## src/rtl/tri_pwm_dac_pkg.sv

```systemverilog
// Shared widths and constants for the triangle-channel PWM DAC slice.
package tri_pwm_dac_pkg;

  localparam int unsigned SAMPLE_W   = 4;
  localparam int unsigned VOL_W      = 4;
  localparam int unsigned DIN_W      = 4;
  // Level width is the full product width, so 15*15 never overflows.
  localparam int unsigned PWM_W      = SAMPLE_W + VOL_W;
  localparam int unsigned PWM_PERIOD = 1 << PWM_W;

endpackage

```

## src/rtl/tri_pwm_dac_if.sv

```systemverilog
// Sample/register/PWM signal bundle between the generator side and the DAC.
interface tri_pwm_dac_if;
  import tri_pwm_dac_pkg::*;

  logic [SAMPLE_W-1:0] SAMPLE;
  logic [DIN_W-1:0]    DIN;
  logic                VSEL;
  logic                ENABLE;
  logic                PWM_OUT;
  logic                PERIOD_STB;
  logic [PWM_W-1:0]    LEVEL;

  modport master (
    output SAMPLE, DIN, VSEL, ENABLE,
    input  PWM_OUT, PERIOD_STB, LEVEL
  );

  modport slave (
    input  SAMPLE, DIN, VSEL, ENABLE,
    output PWM_OUT, PERIOD_STB, LEVEL
  );

endinterface

```

## src/rtl/tri_sample_sync.sv

```systemverilog
// Brings an asynchronous, possibly glitching waveform code into the clk domain
// and only accepts a code once it has been seen on two consecutive cycles.
module tri_sample_sync
  import tri_pwm_dac_pkg::*;
#(
  parameter int unsigned W = SAMPLE_W
) (
  input  logic         clk,
  input  logic         rst,
  input  logic [W-1:0] sampleIn,
  output logic [W-1:0] sampleQ
);

  logic [W-1:0] s1;
  logic [W-1:0] s2;
  logic [W-1:0] s3;

  // Three-stage shift; s3 only serves as the stability reference for s2.
  always_ff @(posedge clk or posedge rst) begin
    if (rst) begin
      s1 <= '0;
      s2 <= '0;
      s3 <= '0;
    end else begin
      s1 <= sampleIn;
      s2 <= s1;
      s3 <= s2;
    end
  end

  // Capture only codes that held for two synchronized cycles (rejects 1-cycle glitches).
  always_ff @(posedge clk or posedge rst) begin
    if (rst) begin
      sampleQ <= '0;
    end else if (s2 == s3) begin
      sampleQ <= s2;
    end
  end

endmodule

```

## src/rtl/tri_pwm_dac.sv

```systemverilog
// Volume-scaled PWM output stage for the triangle channel.
module tri_pwm_dac
  import tri_pwm_dac_pkg::*;
(
  input  logic          CLK,
  input  logic          RST,
  tri_pwm_dac_if.slave  bus
);

  logic [SAMPLE_W-1:0] sampleQ;
  logic [VOL_W-1:0]    volQ;
  logic [PWM_W-1:0]    prodQ;
  logic [PWM_W-1:0]    levelQ;
  logic [PWM_W-1:0]    cnt;
  logic [PWM_W-1:0]    levelNext;
  logic                periodStart;
  logic                pwmOut;
  logic                periodStb;

  tri_sample_sync #(
    .W (SAMPLE_W)
  ) uSync (
    .clk      (CLK),
    .rst      (RST),
    .sampleIn (bus.SAMPLE),
    .sampleQ  (sampleQ)
  );

  // Volume register written from the shared nibble bus.
  always_ff @(posedge CLK or posedge RST) begin
    if (RST) begin
      volQ <= '0;
    end else if (bus.VSEL) begin
      volQ <= bus.DIN[VOL_W-1:0];
    end
  end

  // Registered unsigned scale; uses the volume value from before any same-cycle load.
  always_ff @(posedge CLK or posedge RST) begin
    if (RST) begin
      prodQ <= '0;
    end else begin
      prodQ <= PWM_W'(sampleQ) * PWM_W'(volQ);
    end
  end

  // Period boundary: the level loads here, and the first output bit already uses it.
  always_comb begin
    periodStart = bus.ENABLE && (cnt == '0);
    levelNext   = levelQ;
    if (periodStart) begin
      levelNext = prodQ;
    end
  end

  // Free-running period counter, parked at zero while disabled.
  always_ff @(posedge CLK or posedge RST) begin
    if (RST) begin
      cnt <= '0;
    end else if (!bus.ENABLE) begin
      cnt <= '0;
    end else begin
      cnt <= cnt + PWM_W'(1);
    end
  end

  // Duty level only changes at a period boundary; holds while disabled.
  always_ff @(posedge CLK or posedge RST) begin
    if (RST) begin
      levelQ <= '0;
    end else begin
      levelQ <= levelNext;
    end
  end

  // Registered comparator output and period strobe, aligned with each other.
  always_ff @(posedge CLK or posedge RST) begin
    if (RST) begin
      pwmOut    <= 1'b0;
      periodStb <= 1'b0;
    end else begin
      pwmOut    <= bus.ENABLE && (cnt < levelNext);
      periodStb <= periodStart;
    end
  end

  assign bus.PWM_OUT    = pwmOut;
  assign bus.PERIOD_STB = periodStb;
  assign bus.LEVEL      = levelQ;

endmodule

```

## src/flat_wrapper.sv

```systemverilog
// flat-port wrapper written by rule: the top's interface ports become plain ports
module tri_pwm_dac_flat import tri_pwm_dac_pkg::*;
  (CLK, RST, bus_SAMPLE, bus_DIN, bus_VSEL, bus_ENABLE, bus_PWM_OUT, bus_PERIOD_STB, bus_LEVEL);
  tri_pwm_dac_if bus_i ();
  input  logic CLK;
  input  logic RST;
  input wire logic [$bits(bus_i.SAMPLE)-1:0] bus_SAMPLE;
  input wire logic [$bits(bus_i.DIN)-1:0] bus_DIN;
  input wire logic [$bits(bus_i.VSEL)-1:0] bus_VSEL;
  input wire logic [$bits(bus_i.ENABLE)-1:0] bus_ENABLE;
  output wire logic [$bits(bus_i.PWM_OUT)-1:0] bus_PWM_OUT;
  output wire logic [$bits(bus_i.PERIOD_STB)-1:0] bus_PERIOD_STB;
  output wire logic [$bits(bus_i.LEVEL)-1:0] bus_LEVEL;
  assign bus_i.SAMPLE = bus_SAMPLE;
  assign bus_i.DIN = bus_DIN;
  assign bus_i.VSEL = bus_VSEL;
  assign bus_i.ENABLE = bus_ENABLE;
  assign bus_PWM_OUT = bus_i.PWM_OUT;
  assign bus_PERIOD_STB = bus_i.PERIOD_STB;
  assign bus_LEVEL = bus_i.LEVEL;
  tri_pwm_dac u_core (.CLK(CLK), .RST(RST), .bus(bus_i));
endmodule
```

## config.mk

```make
export PLATFORM = sky130hd
export DESIGN_NAME = tri_pwm_dac_flat
export DESIGN_NICKNAME = d
export VERILOG_FILES = /design/src/rtl/tri_pwm_dac_pkg.sv /design/src/rtl/tri_pwm_dac_if.sv /design/src/rtl/tri_sample_sync.sv /design/src/rtl/tri_pwm_dac.sv /design/src/flat_wrapper.sv
export SDC_FILE = /design/constraint.sdc
export NUM_CORES = 1
export LEC_CHECK = 0
export ABC_CLOCK_PERIOD_IN_PS = 4760
export CAP_MARGIN = 10
export CORE_MARGIN = 3
export CORE_UTILIZATION = 60
export CTS_CLUSTER_DIAMETER = 100
export DETAILED_ROUTE_END_ITERATION = 10
export PLACE_DENSITY = 0.94
export SYNTH_ARGS = -nofsm -noshare
export SYNTH_HDL_FRONTEND = slang
export SYNTH_HIERARCHICAL = 1
export SYNTH_SLANG_ARGS = --single-unit
```

## constraint.sdc

```tcl
create_clock -name CLK -period 4.76 [get_ports CLK]
set_input_delay 0.714 -clock CLK [delete_from_list [all_inputs] [get_ports CLK]]
set_output_delay 0.714 -clock CLK [all_outputs]
set_load 0.1 [all_outputs]
```

==> impl_metrics.tcl, run 1 <==
set metrics [dict create \
    worstSetupEndpointType "flip-flop" \
    synth.ff_latch_count 46 \
    final_cell_mix "dfrtp_1 (46), clkdlybuf4s50_1 (21), ha_1 (21)" \
    cp_slowest_cell "nand4_1" \
    ctsHoldBuffers 0 \
    tns_ps 0 \
    initial_core_util_pct 64.2 \
    core_area_mm2 0.00342 \
    clkTransAtPathRegs_ps 120 \
    wl_per_cell_um 14.5 \
    grt_pass1_wl_um 6200 \
    slew_headroom_pct 34.3 \
    grt_max_degree 31 \
    dieWidth_um 66.5 \
    syn_inst 178 \
    cts-resized-gates 0 \
    clkSinkCount 46 \
    via_per_inst 5.33 \
    finalHoldViolations 0 \
    cp.arrival_ps 3330 \
    ir_drop_mv 0.357 \
    place.detailed.hpwl_um 2880 \
    instances_no_fill 253 \
    avgSynthCellArea_um2 12.3 \
    holdWs_ps 372 \
    crit_buf_inv 1 \
    antenna_found_initial 0 \
    yosysSeqAreaShare_pct 52.5 \
    area_growth_pct 16.3 \
    slew_violations 0 \
    dieArea_mm2 0.00442 \
    first_iter_violations 75 \
    nets 243 \
    dp.cells 244 \
    path_max_fanout 10 \
    clkLatencyLatePin_ps 340 \
    drc 0 \
    ff2ff_setup_slack_ps 1770 \
    period_share_pct 63.9 \
    die_h_um 66.5 \
    rsz0062_at_grt "no" \
    drtPass1Iterations 4 \
    port_buffers 21 \
    critPathLaunchType "input port" \
    status "completed" \
    rows 21 \
    critPathLaunch "bus_ENABLE" \
    synth.net_count 215 \
    syn_area_mm2 0.00219 \
    cts_max_level 2 \
    critical_path.max_stage_delay_ps 530 \
    num_antenna_cells 0 \
    gp_congestion 0.856 \
    p_total_mw 1.39 \
    track_usage_pct 19.1 \
    pwr_density_cell_mw_per_mm2 545 \
    cts_root_buf "clkbuf_4" \
    required_ps 5050 \
    dp_slack_ps 1380 \
    fillers 217 \
    grt_pass1_vias 1395 \
    final_common_cell "dfrtp_1" \
    hp-start "u_core/uSync/s1[2]" \
    ant_nets 0 \
    fin_skew_ps 4.03 \
    worst_slew_pin_slew_ps 982 \
    cts_buffers 5 \
    maxCapViolCount 0 \
    finalSetupViolCount 0 \
    crit_family "compound AO/OA/AOI/OAI gates" \
    overflow 0 \
    p_leak_nw 1.29 \
    clockBufferDepth 2 \
    vias 1348 \
    cts_setup_buffers 0 \
    wl_um 3660 \
    crit_type "in -> reg" \
    fin_crit_ps 3040 \
    drive_gt1_share_pct 12.1 \
    fmax_mhz 329 \
    tritoncts "built" \
    fin_ws_ps 1720 \
    yosys_warnings 6 \
    ioPinCount 22 \
    path_cells "clkdlybuf4s50_1 > nand4_1 > mux2i_1 > ha_1 > a21oi_1 > nand2_1 > a2111oi_0 > o31a_1" \
    r2r-start "u_core/cnt[4]" \
    ys_types 26 \
    min_path_type "reg -> reg" \
]
## final cells by class
cell class | instances | area [um2] | area share (%)
Inverter | 20 | 75.1 | 2.94
Sequential cell | 46 | 1150 | 45.1
Clock inverter | 1 | 8.76 | 0.343
Tap cell | 46 | 57.6 | 2.26
Multi-Input combinational cell | 111 | 956 | 37.5
Clock buffer | 7 | 65.1 | 2.55
Timing Repair Buffer | 22 | 238 | 9.32
## flip-flops by register name, indices dropped and copies added, names as in the netlist
| name | flops |
|---|---|
| u_core/uSync/s3 | 4 |
| u_core/bus.LEVEL | 8 |
| u_core/uSync/s2 | 4 |
| u_core/volQ | 4 |
| u_core/bus.PWM_OUT | 1 |
| u_core/uSync/sampleQ | 4 |
| u_core/bus.PERIOD_STB | 1 |
| u_core/prodQ | 8 |
| u_core/cnt | 8 |
| u_core/uSync/s1 | 4 |
## Yosys cell counts (all sizes together)
library cell	n	area, um2
a2111oi	1	8.76
a21o	1	7.51
a21oi	6	30.0
and2	11	68.8
and3	2	13.8
buf	1	11.3
dfrtp	46	1150
fa	4	80.1
ha	21	263
inv	20	75.1
mux2	11	131
mux2i	6	60.1
nand2	12	45.0
nand3	7	35.0
nand4	3	25.0
nor2	8	30.0
nor2b	1	6.26
nor4	1	12.5
o211ai	1	7.51
o31a	1	8.76
xnor2	10	87.6
xor2	4	35.0
## layer usage
metal,track usage [%],up-vias,share of wire (%)
met4,7.36,0,1.0
met5,0,-,0
li1,-,641,-
met1,20.8,679,39
met2,35.3,23,56
met3,4.72,5,3.7
## path summary, 6_finish.rpt
| kind | end | cells after the start |
|---|---|---|
| max in group asynchronous | u_core/uSync/sampleQ[3] | 2 |
| hold / removal | u_core/uSync/s2[2] | 0 |
| min in group asynchronous | u_core/volQ[0] | 2 |
| setup reg to reg | u_core/bus.PWM_OUT | 8 |
| setup / recovery | u_core/bus.PWM_OUT | 8 |
| hold reg to reg | u_core/uSync/s2[2] | 0 |
## power by group
part	internal, mW	leakage (nW)	switching [mW]	total, mW
Combinational	0.220	0.676	0.433	0.653
Clock	0.0875	0.0415	0.117	0.204
Sequential	0.478	0.570	0.0555	0.533
Total	0.785	1.29	0.605	1.39
## cells by family (layout without fill, tap and decap cells)
| kind of cell | Yosys count | in the layout | share of synthesized area [%] |
|---|---|---|---|
| compound gates | 10 | 10 | 2.85 |
| xor+xnor | 14 | 14 | 5.59 |
| fa+ha+maj | 25 | 25 | 15.6 |
| buf+inv | 21 | 50 | 3.94 |
| flops | 46 | 46 | 52.5 |
| mux | 17 | 17 | 8.73 |
| simple gates | 45 | 45 | 10.8 |
## through the flow
| stage | util (%) | area (um2) |
|---|---|---|
| after detailed placement | 71.7 | 2450 |
| after global placement | 71.7 | 2450 |
| final | 74.7 | 2550 |
| after CTS | 73.9 | 2520 |
| after floorplan | - | 2190 |
| after global routing | 74.7 | 2550 |
Note: power is estimated with default switching activity, not from simulation.
==> inputs of run 2 (changes only) <==
Settings changed: ABC_CLOCK_PERIOD_IN_PS 4760 to 2550, CORE_UTILIZATION 60 to 50, PLACE_DENSITY 0.94 to 0.85.
Clock period 4.76 ns to 2.55 ns, I/O delays scaled along.
==> run 2 against run 1 <==
Worst hold slack lost 19 ps. Combinational power increased by 110%. Total power grew 100%. Via count grew 2.3%. Final area is 5.8% higher. Non-clock buffer count rose by 16. Sequential share of layout area fell by 2.4 points. Die area is 18% higher. Utilization fell by 9.1 points. Clock power grew 110%. First-iteration DRC count unchanged.
==> impl_metrics.tcl, run 2 (synthesized netlist as in run 1, its figures left out) <==
set metrics [dict create \
    place.detailed.hpwl_um 2760 \
    slew_violations 0 \
    cts_buffers 5 \
    drive_gt1_share_pct 27.4 \
    drc 0 \
    ioPinCount 22 \
    clkLatencyLatePin_ps 300 \
    fin_crit_ps 2450 \
    ff2ff_setup_slack_ps 100 \
    internal-power_mw 1.59 \
    critPathLaunchType "flip-flop" \
    dieArea_mm2 0.00522 \
    nets 259 \
    fin_ws_ps 96.3 \
    path_max_fanout 2 \
    p_leak_nw 1.36 \
    track_usage_pct 15.9 \
    maxCapViolCount 0 \
    grt_pass1_wl_um 6350 \
    worstSetupEndpointType "flip-flop" \
    gp_congestion 0.817 \
    pwr-share-comb_pct 49.3 \
    num_antenna_cells 0 \
    wl_per_cell_um 13.5 \
    slew_headroom_pct 63.1 \
    grt.met1_usage_pct 19.8 \
    finalHoldViolations 0 \
    met2_usage_pct 26.6 \
    port_buffers 21 \
    instances_no_fill 273 \
    core_area_mm2 0.00412 \
    dp_slack_ps -95.4 \
    final_cell_mix "dfrtp_1 (45), buf_4 (27), ha_1 (19)" \
    final_common_cell "dfrtp_1" \
    clkSinkCount 46 \
    tritoncts "built" \
    ir_drop_mv 0.559 \
    clockBufferDepth 2 \
    status "completed" \
    cp.arrival_ps 2680 \
    fillers 319 \
    overflow 0 \
    use_met3_pct 4.16 \
    p_total_mw 2.80 \
    required_ps 2770 \
    via_per_inst 5.05 \
    power.switching_mw 1.21 \
    fin_skew_ps 10.9 \
    period_share_pct 96.2 \
    antenna_found_initial 0 \
    grt_pass1_vias 1391 \
    grt_max_degree 31 \
    ant_nets 0 \
    die_h_um 72.2 \
    initial_core_util_pct 53.3 \
    clockPowerShare_pct 15.6 \
    endpoint "u_core/prodQ[7]" \
    area_growth_pct 23.1 \
    rows 23 \
    gr-max-usage-layer "met2" \
    pwr_density_cell_mw_per_mm2 1040 \
    critPathLaunch "u_core/volQ[3]" \
    drtPass1Iterations 4 \
    first_iter_violations 75 \
    fmax_mhz 408 \
    vias 1379 \
    holdWs_ps 353 \
    wl_um 3670 \
    crit_type "reg -> reg" \
    min_path_type "reg -> reg" \
    cts_max_level 2 \
    r2r-start "u_core/volQ[3]" \
    dp.cells 261 \
    finalSetupViolCount 0 \
    reg2regPathDepth 9 \
    p_sw_share_pct 43.2 \
    p_seq_share_pct 35.2 \
    clkTransAtPathRegs_ps 90 \
    dieWidth_um 72.2 \
    worst_slew_pin_slew_ps 553 \
    rr_endpoint "u_core/prodQ[7]" \
    cts_root_buf "clkbuf_8" \
]
-- run 2: metal layers --
metal / vias up / wire, um
li1: 677 / -
met1: 676 / 1550
met2: 21 / 1970
met3: 5 / 113
met4: 0 / 40
met5: - / 0
-- run 2: how the worst min path moves through the flow --
stage / start / endpoint / slack, ps / cells past startpoint
floorplan: RST / u_core/uSync/s1[0] / 300 / 1
global placement: u_core/uSync/s1[1] / u_core/uSync/s2[1] / 330 / 0
detailed placement: u_core/uSync/s1[1] / u_core/uSync/s2[1] / 340 / 0
CTS: u_core/uSync/s1[1] / u_core/uSync/s2[1] / 360 / 0
global route: u_core/uSync/s1[2] / u_core/uSync/s2[2] / 370 / 0
finish: u_core/uSync/s1[1] / u_core/uSync/s2[1] / 350 / 0
-- run 2: critical path, cell delays in order, from the launching register on --
cell and delay, ps:
dfrtp_1 390, nand2_2 70, fa_1 560, fa_1 410, inv_1 150, ha_4 220
a21oi_2 180, o211ai_1 110, a21oi_1 180, xnor2_1 140
-- run 2: final cells by class --
class	count	area [um2]	area share, %
sequential	46	1150	42.7
multi-input combinational	111	1010	37.3
timing repair buffer	38	313	11.6
inverter	20	75.1	2.78
clock buffer	5	68.8	2.55
tap	50	62.6	2.32
clock inverter	3	21.3	0.788
-- run 2: stage by stage --
step	util, %	area [um2]	setup TNS (ps)
finish	65.6	2700	0
global route	65.6	2700	-0.192
CTS	64.0	2640	0
floorplan	-	2190	0
global placement	61.4	2530	-77.6
detailed placement	61.4	2530	-174
-- run 2: power groups by stage --
stage | clock [mW] | combinational, mW | sequential, mW
floorplan | 0 | 0.518 | 1.42
global placement | 0 | 1.23 | 0.995
detailed placement | 0 | 1.27 | 0.998
CTS | 0.450 | 1.31 | 0.981
global route | 0.481 | 1.52 | 1.00
finish | 0.436 | 1.38 | 0.985
-- run 2: timing repair --
item,CTS,global route
hold buffers,0,0
setup buffers,1,3
pin swaps,3,7
setup endpoints to repair,2,3
resized for setup,3,8
==> inputs of run 3 (changes only) <==
Settings changed: CORE_MARGIN 3 to not set, REMOVE_ABC_BUFFERS set to 1.
==> run 3 against run 2 <==
Sequential share of layout area down 0.24 points. Wire length up 5.7%. Clock skew down 7.7 ps. Maximum frequency up 1.1%. Clock power up 24%. Via count up 0.15%. Global-route usage up 2.7 points. Worst hold slack about the same. Critical path depth up 1. Sequential power up 0.5%. Cell count unchanged. Combinational power down 3%. Critical endpoint is now u_core/bus.PWM_OUT.
==> impl_metrics.tcl, run 3 (synthesized netlist as in run 1, its figures left out) <==
set metrics [dict create \
    ctsHoldBuffers 0 \
    dieWidth_um 68.2 \
    finalHoldViolations 0 \
    wl_um 3880 \
    drc 0 \
    crit_type "reg -> reg" \
    grt_pass1_wl_um 6150 \
    dieArea_mm2 0.00466 \
    drtPass1Iterations 4 \
    p_leak_nw 1.37 \
    first_iter_violations 55 \
    status "completed" \
    ir_drop_mv 0.468 \
    area_growth_pct 23.7 \
    dp.cells 262 \
    cts_max_level 2 \
    clkTransAtPathRegs_ps 90 \
    ant_nets 0 \
    worst_slew_pin_slew_ps 557 \
    rows 23 \
    instances_no_fill 273 \
    fmax_mhz 412 \
    num_antenna_cells 0 \
    final_cell_mix "dfrtp_1 (46), buf_4 (27), ha_1 (19)" \
    critPathLaunchType "flip-flop" \
    initial_core_util_pct 53.3 \
    place.detailed.hpwl_um 2820 \
    required_ps 2790 \
    ioPinCount 22 \
    period_share_pct 95.2 \
    clkSinkCount 46 \
    gp_congestion 0.833 \
    core_area_mm2 0.00412 \
    drive_gt1_share_pct 27.4 \
    track_usage_pct 18.6 \
    vias 1381 \
    fin_util_pct 65.9 \
    overflow 0 \
    grt_pass1_vias 1405 \
    p_total_mw 2.87 \
    grt_max_degree 31 \
    clkLatencyLatePin_ps 300 \
    wl_per_cell_um 14.2 \
    nets 259 \
    clockBufferDepth 2 \
    final_common_cell "dfrtp_1" \
    pwr_density_cell_mw_per_mm2 1060 \
    via_per_inst 5.06 \
    fin_crit_ps 2430 \
    slew_headroom_pct 62.8 \
    fin_skew_ps 3.20 \
    antenna_found_initial 0 \
    finalSetupViolCount 0 \
    slew_violations 0 \
    cp.arrival_ps 2670 \
    port_buffers 21 \
    maxCapViolCount 0 \
    worstSetupEndpointType "flip-flop" \
    die_h_um 68.2 \
    tritoncts "built" \
    min_path_type "reg -> reg" \
    path_max_fanout 8 \
    cts_root_buf "clkbuf_8" \
    cts_buffers 5 \
]
run 3: cell types whose count changed in the layout (fill, tap and decap cells not counted):
| cell | delta |
|---|---|
| clkinv_2 | -1 |
| inv_1 | -1 |
| clkinvlp_4 | +1 |
| bufinv_16 | +1 |
| dfrtp_1 | +1 |
| ha_4 | -1 |
| inv_2 | +1 |
| clkinv_4 | -1 |
| dfrtp_2 | -1 |
| ha_2 | +1 |
run 3: layout make-up:
type	count	area, um2
Clock buffer	5	68.8
Clock inverter	3	45.0
Fill cell	308	1400
Inverter	20	75.1
Multi-Input combinational cell	111	997
Sequential cell	46	1150
Tap cell	50	62.6
Timing Repair Buffer	38	313
run 3: through the flow:
stage / cell area [um2] / TNS (ps) / hold slack, ps / worst slack (ps)
2_1_floorplan: 2180 / -3.32 / 296 / -3.32
3_3_place_gp: 2530 / -8.88 / 332 / -8.88
3_5_place_dp: 2530 / -185 / 335 / -100
4_1_cts: 2670 / 0 / 355 / 18.2
5_1_grt: 2710 / -22.4 / 366 / -22.4
6_report: 2710 / 0 / 353 / 122
run 3: path summary, 6_finish.rpt:
path / start / slack, ps / cells past startpoint / to
hold reg to reg: u_core/uSync/s1[0] / 350 / 0 / u_core/uSync/s2[0]
max in group asynchronous: RST / 1720 / 2 / u_core/uSync/s3[0]
min in group asynchronous: RST / 460 / 2 / u_core/uSync/sampleQ[1]
hold / removal: u_core/uSync/s1[0] / 350 / 0 / u_core/uSync/s2[0]
setup reg to reg: u_core/cnt[0] / 120 / 10 / u_core/bus.PWM_OUT
setup / recovery: u_core/cnt[0] / 120 / 10 / u_core/bus.PWM_OUT
run 3: layer usage:
layer,global-route usage (%),part of all wire (%),vias to the layer above
met5,0,0,-
met4,6.25,1.6,0
met3,5.00,2.7,8
met2,33.2,53,29
met1,21.1,42,667
li1,-,-,677
run 3: what timing repair did:
| action | CTS | global route |
|---|---|---|
| buffers inserted | 1 | 2 |
| endpoints found under the setup margin | 2 | 3 |
| gates resized for setup | 3 | 8 |
| pin swaps | 4 | 11 |
run 3: critical path, cell delays in order (launching register included):
cell and delay [ps]:
dfrtp_1 400, inv_1 90, ha_1 200, nand4_1 80
buf_4 200, mux2i_2 270, ha_1 290, a21oi_1 180
a21oi_1 120, a2111oi_2 340, o31a_1 180
run 3: report_power, final:
group	switching, mW	internal [mW]	total [mW]
registers	0.0974	0.893	0.990
logic	0.866	0.478	1.34
clock network	0.248	0.291	0.539
total	1.21	1.66	2.87
